File: src/rtl/keccak_byte_feeder_if.sv
// Byte-stream and keccak word-port signals for keccak_byte_feeder.
// master = byte source / core side, slave = the feeder.
`timescale 1ns/1ps
interface keccak_byte_feeder_if;
   logic [7:0]  byte_in;
   logic        byte_valid;
   logic        byte_last;
   logic        msg_empty;
   logic        byte_ready;
   logic [31:0] in;
   logic        in_ready;
   logic        is_last;
   logic [1:0]  byte_num;
   logic        buffer_full;
   logic        msg_done;

   modport master (
      output byte_in, byte_valid, byte_last, msg_empty, buffer_full,
      input  byte_ready, in, in_ready, is_last, byte_num, msg_done
   );

   modport slave (
      input  byte_in, byte_valid, byte_last, msg_empty, buffer_full,
      output byte_ready, in, in_ready, is_last, byte_num, msg_done
   );
endinterface

File: src/rtl/keccak_byte_feeder.sv
// Packs a byte stream big-endian into 32-bit keccak input words,
// adds end-of-message encoding and buffers words in a small FIFO.
`timescale 1ns/1ps
module keccak_byte_feeder #(
   parameter int FIFO_DEPTH = 2
) (
   input  logic clk,
   input  logic reset,
   keccak_byte_feeder_if.slave bus
);
   localparam int AW = $clog2(FIFO_DEPTH);

   typedef enum logic {
      COLLECT,
      DRAIN
   } state_t;

   state_t      r_state, w_state_nx;
   logic [1:0]  r_cnt, w_cnt_nx;
   logic [31:0] r_word, w_word_nx;
   logic        r_pend, w_pend_nx;

   // FIFO entry: {word, last, byte_num}
   logic [34:0] r_mem [FIFO_DEPTH];
   logic [AW:0] r_wp, r_rp;

   logic        w_empty, w_full, w_pop, w_push, w_space;
   logic        w_empty_req, w_take;
   logic [34:0] w_head, w_din;
   logic [31:0] w_packed;
   logic [AW:0] w_one;

   assign w_one   = {{AW{1'b0}}, 1'b1};
   assign w_empty = (r_wp == r_rp);
   assign w_full  = (r_wp[AW-1:0] == r_rp[AW-1:0]) &&
                    (r_wp[AW] != r_rp[AW]);
   assign w_head  = r_mem[r_rp[AW-1:0]];
   assign w_pop   = !w_empty && !bus.buffer_full;
   assign w_space = !w_full || w_pop;

   assign w_empty_req = bus.msg_empty && (r_cnt == 2'd0) &&
                        !r_pend && (r_state == COLLECT);

   assign bus.byte_ready = (r_state == COLLECT) && w_space &&
                           !r_pend && !w_empty_req;

   assign w_take   = bus.byte_valid && bus.byte_ready;
   // lane 31-8*cnt: shift by 8*(3-cnt)
   assign w_packed = r_word |
                     ({24'b0, bus.byte_in} << {~r_cnt, 3'b000});

   always_comb begin
      w_state_nx = r_state;
      w_cnt_nx   = r_cnt;
      w_word_nx  = r_word;
      w_pend_nx  = r_pend;
      w_push     = 1'b0;
      w_din      = '0;
      unique case (r_state)
         COLLECT: begin
            if (r_pend) begin
               if (w_space) begin
                  w_push     = 1'b1;
                  w_din      = {32'b0, 1'b1, 2'd0};
                  w_pend_nx  = 1'b0;
                  w_state_nx = DRAIN;
               end
            end else if (w_empty_req) begin
               if (w_space) begin
                  w_push     = 1'b1;
                  w_din      = {32'b0, 1'b1, 2'd0};
                  w_state_nx = DRAIN;
               end else begin
                  w_pend_nx  = 1'b1;
               end
            end else if (w_take) begin
               if (bus.byte_last && (r_cnt != 2'd3)) begin
                  w_push     = 1'b1;
                  w_din      = {w_packed, 1'b1, r_cnt + 2'd1};
                  w_cnt_nx   = 2'd0;
                  w_word_nx  = '0;
                  w_state_nx = DRAIN;
               end else if (r_cnt == 2'd3) begin
                  // a full last word still needs an empty terminator
                  w_push     = 1'b1;
                  w_din      = {w_packed, 1'b0, 2'd0};
                  w_cnt_nx   = 2'd0;
                  w_word_nx  = '0;
                  w_pend_nx  = bus.byte_last;
               end else begin
                  w_word_nx  = w_packed;
                  w_cnt_nx   = r_cnt + 2'd1;
               end
            end
         end
         DRAIN: begin
            if (w_pop && w_head[2]) begin
               w_state_nx = COLLECT;
               w_cnt_nx   = 2'd0;
               w_word_nx  = '0;
            end
         end
         default: w_state_nx = COLLECT;
      endcase
   end

   always_ff @(posedge clk) begin
      if (reset) begin
         r_state <= COLLECT;
         r_cnt   <= '0;
         r_word  <= '0;
         r_pend  <= 1'b0;
         r_wp    <= '0;
         r_rp    <= '0;
         for (int i = 0; i < FIFO_DEPTH; i++) r_mem[i] <= '0;
      end else begin
         r_state <= w_state_nx;
         r_cnt   <= w_cnt_nx;
         r_word  <= w_word_nx;
         r_pend  <= w_pend_nx;
         if (w_push) begin
            r_mem[r_wp[AW-1:0]] <= w_din;
            r_wp <= r_wp + w_one;
         end
         if (w_pop) r_rp <= r_rp + w_one;
      end
   end

   assign bus.in_ready = !w_empty;
   assign bus.in       = w_empty ? 32'b0 : w_head[34:3];
   assign bus.is_last  = !w_empty && w_head[2];
   assign bus.byte_num = w_empty ? 2'd0 : w_head[1:0];
   assign bus.msg_done = w_pop && w_head[2];
endmodule

File: src/flat_wrapper.sv
// flat-port wrapper written by rule: the top's interface ports become plain ports
module keccak_byte_feeder_flat 
#(
   parameter int FIFO_DEPTH = 2
)
  (clk, reset, bus_byte_in, bus_byte_valid, bus_byte_last, bus_msg_empty, bus_buffer_full, bus_byte_ready, bus_in, bus_in_ready, bus_is_last, bus_byte_num, bus_msg_done);
  keccak_byte_feeder_if bus_i ();
  input  logic clk;
  input  logic reset;
  input wire logic [$bits(bus_i.byte_in)-1:0] bus_byte_in;
  input wire logic [$bits(bus_i.byte_valid)-1:0] bus_byte_valid;
  input wire logic [$bits(bus_i.byte_last)-1:0] bus_byte_last;
  input wire logic [$bits(bus_i.msg_empty)-1:0] bus_msg_empty;
  input wire logic [$bits(bus_i.buffer_full)-1:0] bus_buffer_full;
  output wire logic [$bits(bus_i.byte_ready)-1:0] bus_byte_ready;
  output wire logic [$bits(bus_i.in)-1:0] bus_in;
  output wire logic [$bits(bus_i.in_ready)-1:0] bus_in_ready;
  output wire logic [$bits(bus_i.is_last)-1:0] bus_is_last;
  output wire logic [$bits(bus_i.byte_num)-1:0] bus_byte_num;
  output wire logic [$bits(bus_i.msg_done)-1:0] bus_msg_done;
  assign bus_i.byte_in = bus_byte_in;
  assign bus_i.byte_valid = bus_byte_valid;
  assign bus_i.byte_last = bus_byte_last;
  assign bus_i.msg_empty = bus_msg_empty;
  assign bus_i.buffer_full = bus_buffer_full;
  assign bus_byte_ready = bus_i.byte_ready;
  assign bus_in = bus_i.in;
  assign bus_in_ready = bus_i.in_ready;
  assign bus_is_last = bus_i.is_last;
  assign bus_byte_num = bus_i.byte_num;
  assign bus_msg_done = bus_i.msg_done;
  keccak_byte_feeder #(.FIFO_DEPTH(FIFO_DEPTH)) u_core (.clk(clk), .reset(reset), .bus(bus_i));
endmodule
File: config.mk
export PLATFORM = sky130hd
export DESIGN_NAME = keccak_byte_feeder_flat
export DESIGN_NICKNAME = d
export VERILOG_FILES = /design/src/rtl/keccak_byte_feeder_if.sv /design/src/rtl/keccak_byte_feeder.sv /design/src/flat_wrapper.sv
export SDC_FILE = /design/constraint.sdc
export NUM_CORES = 1
export LEC_CHECK = 0
export ABC_AREA = 1
export CAP_MARGIN = 20
export CELL_PAD_IN_SITES_DETAIL_PLACEMENT = 2
export CELL_PAD_IN_SITES_GLOBAL_PLACEMENT = 2
export CORE_ASPECT_RATIO = 0.8
export CORE_MARGIN = 5
export CORE_UTILIZATION = 42
export CTS_BUF_LIST = sky130_fd_sc_hd__clkbuf_8 sky130_fd_sc_hd__clkbuf_16
export DETAILED_ROUTE_END_ITERATION = 6
export DONT_BUFFER_PORTS = 1
export PLACE_DENSITY_LB_ADDON = 0.1
export SLEW_MARGIN = 20
export SYNTH_ARGS = -nofsm -noshare
export SYNTH_HDL_FRONTEND = slang
export SYNTH_SLANG_ARGS = --single-unit
File: constraint.sdc
create_clock -name clk -period 6.2 [get_ports clk]
set_input_delay 1.24 -clock clk [delete_from_list [all_inputs] [get_ports clk]]
set_output_delay 1.24 -clock clk [all_outputs]
set_load 0.01 [all_outputs]
==> impl_metrics.yaml <==
status:
  status: "complete, no violations"
cts:
  clockRootBuffer: "clkbuf_16"
  cts_tree: "built"
  cts_setup_buffers: 0
  numClockSinks: 111
  htree_num_levels: 3
  clk_pin_slew_ns: 0.07
  cts_hold_buf: 0
  clkLatencyLatePin_ns: 0.36
  clock_path_buffers: 2
  cts_buffers: 9
  cts_resized: 0
place:
  dp_cells: 757
  io_buffers: 0
  place.gp.congestion: 0.821
  dp_hpwl_mm: 11.8
pwr:
  switching_share_pct: 42.0
  p_leak_nw: 2.04
  seq_power_share_pct: 40.2
  p_clk_share_pct: 21.6
  pwr-share-comb_pct: 38.3
  power_switching_mw: 1.07
  p_int_mw: 1.47
  ir_worst_vdd_mv: 0.259
  p_per_area_nw_per_um2: 436
sta:
  worst_pin_slew_ns: 1.06
  grt_setup_unrepaired: "false"
  period_share_pct: 64.3
  max_freq_mhz: 251
  drv_slew: 0
  fin_hold_ws_ns: 0.500
  finalHoldViolations: 0
  min_period_ns: 3.99
  fin_skew_ns: 0.00964
  relSlewSlack_pct: 29.2
  tns_ns: 0
  finalSetupViolCount: 0
grt:
  grt_use_total_pct: 22.6
  antenna_found_initial: 0
  grt_max_degree: 67
  grt_pass1_wl_mm: 26.4
  grt_pass1_vias: 4510
  globalRoute.totalOverflow: 0
synthesis:
  synth_edf_count: 70
  synth_top_family_by_area: "simple AND/OR/NAND/NOR gates"
  ys_seq_area_share_pct: 53.1
  synthXorXnorAreaFrac_pct: 0.159
  syn_area_um2: 5500
  synth-compound-area-share_pct: 14.0
  synthesis.instances: 616
  synth_warnings: 0
  synth_top_area_share_pct: 38.2
  async_reset_ff_share_pct: 0
  ys.flop_type: "edfxtp_1"
  synth-simple-area-share_pct: 26.2
  synth.area.mux_share_pct: 0.250
  syn_area_per_cell_um2: 8.93
  netlist-cell-type-count: 33
  yosys.area.top_type: "edfxtp_1"
  synth_fp_nets: 632
  ys_top_cells_by_area: "edfxtp_1 (38%), dfxtp_1 (15%), nand2_1 (12%), nor2_1 (6.6%), o21ai_2 (4.8%)"
  synth_adder_area_share_pct: 0.455
  ys_seq_elements: 111
floorplanning:
  die-height_um: 112
  core_area_um2: 12900
  initial_core_util_pct: 42.7
  io_pins: 52
  die_w_um: 138
  die_area_um2: 15500
  fp-row-count: 37
critical_path:
  arrival_ns: 3.98
  worst_setup_path_end_kind: "register"
  crit_required_ns: 6.20
  path_class: "register to register"
  worstPathMaxFanout: 37
  reg2reg_slack_ns: 2.21
  start_kind: "register"
finish:
  post_layout_nonfiller_instances: 775
  areaGrowthSynthToFinish_pct: 5.80
  diodes: 0
  drive_gt1_share_pct: 18.3
  final_nets: 611
routing:
  drcViolationCount: 0
  drt_iter0_markers: 228
  num_vias: 4182
  drtAntennaViolNets: 0
  drt_wl_total_mm: 17.1
  dr.pass1.iters: 4
  viasPerCell: 5.40
  wl_per_cell_um: 22.1
run:
  drv_cap: 0
worst_hold_path:
  hp-class: "register to register"
==> through the flow <==
step	cell area [um2]	total power, mW	util (%)	setup WS, ns
after floorplan	5500	1.74	-	2.88
after global placement	5500	1.89	42.7	2.36
after detailed placement	5500	1.96	42.7	2.26
after CTS	5760	2.51	44.8	2.13
after global routing	5820	2.68	45.2	1.94
final	5820	2.54	45.2	2.21
==> per-layer routing <==
metal,up-vias,routed length (um),global-route usage (%)
met5,-,0,0
met4,0,99,4.02
met3,6,913,4.84
met2,82,8210,38.0
met1,2123,7890,30.4
li1,1971,-,-
==> cell usage after synthesis (3+ instances only) <==
cell,n
dfxtp_1,41
o21ai_2,30
inv_1,11
nand2_4,3
nand2_1,177
nor2_2,16
buf_12,5
o21ai_0,6
buf_2,12
inv_2,3
o21bai_1,32
nand2_2,30
clkbuf_1,16
a21oi_1,38
clkinv_1,4
nand3_1,3
nor2_1,97
nand3_2,3
edfxtp_1,70
==> worst paths after layout <==
path / start / endpoint / cells after the start
max reg2reg: u_core.r_cnt[1] / u_core.r_mem[0][17] / 10
min: u_core.r_word[30] / u_core.r_word[30] / 2
max: u_core.r_cnt[1] / u_core.r_mem[0][17] / 10
min reg2reg: u_core.r_word[30] / u_core.r_word[30] / 2
==> area by class of cell <==
class	count	area (um2)
inverters	18	67.6
clock inverters	7	43.8
repair buffers	6	85.1
well taps	175	219
flip-flops and latches	111	2920
clock buffers	9	225
fillers	1461	7050
multi-input cells	449	2260
==> kinds of logic (layout without fill, tap and decap cells) <==
group | Yosys count | after routing
adder cells (fa/ha/maj) | 2 | 2
AND/OR/NAND/NOR | 333 | 333
XOR/XNOR | 1 | 1
AO/OA/AOI/OAI | 112 | 112
multiplexers | 1 | 1
buffers and inverters | 56 | 40
flip-flops | 111 | 111
==> worst max-delay path, cell delays in order, from the launching register on <==
cell	delay (ns)
dfxtp_1	0.79
clkinv_1	0.68
ha_1	0.41
nand2_1	0.08
nand2_1	0.09
inv_2	0.08
nand4_1	0.14
nand2_2	0.17
nand4_4	0.48
nand2_1	0.21
buf_4	0.47
==> flip-flops by register name, summed over array words and instances, names as in the netlist, named ones only <==
| signal | count |
|---|---|
| u_core.r_state | 1 |
| u_core.r_word | 32 |
| u_core.r_mem | 70 |
| u_core.r_cnt | 2 |
| u_core.r_rp | 2 |
| u_core.r_pend | 1 |
| u_core.r_wp | 2 |
==> cell usage in the layout, fill, tap and decap left out, drive strengths merged <==
| cell | count |
|---|---|
| nand3 | 6 |
| o211ai | 1 |
| mux2i | 1 |
| o21ai | 37 |
| inv | 18 |
| nor2 | 114 |
| or2 | 1 |
| ha | 2 |
| dfxtp | 41 |
| buf | 6 |
| xnor2 | 1 |
| nand2 | 210 |
| edfxtp | 70 |
| clkbuf | 9 |
| clkinvlp | 2 |
| clkinv | 5 |
| a22oi | 2 |
| nand4 | 2 |
| o21bai | 32 |
| a21oi | 40 |
==> power groups by stage <==
stage | Clock (mW) | Sequential, mW | Combinational (mW)
2_1_floorplan | 0 | 0.992 | 0.751
3_3_place_gp | 0 | 1.02 | 0.870
3_5_place_dp | 0 | 1.03 | 0.923
4_1_cts | 0.558 | 1.02 | 0.933
5_1_grt | 0.585 | 1.04 | 1.06
6_report | 0.548 | 1.02 | 0.971
Power figures use the tool's default switching activity.
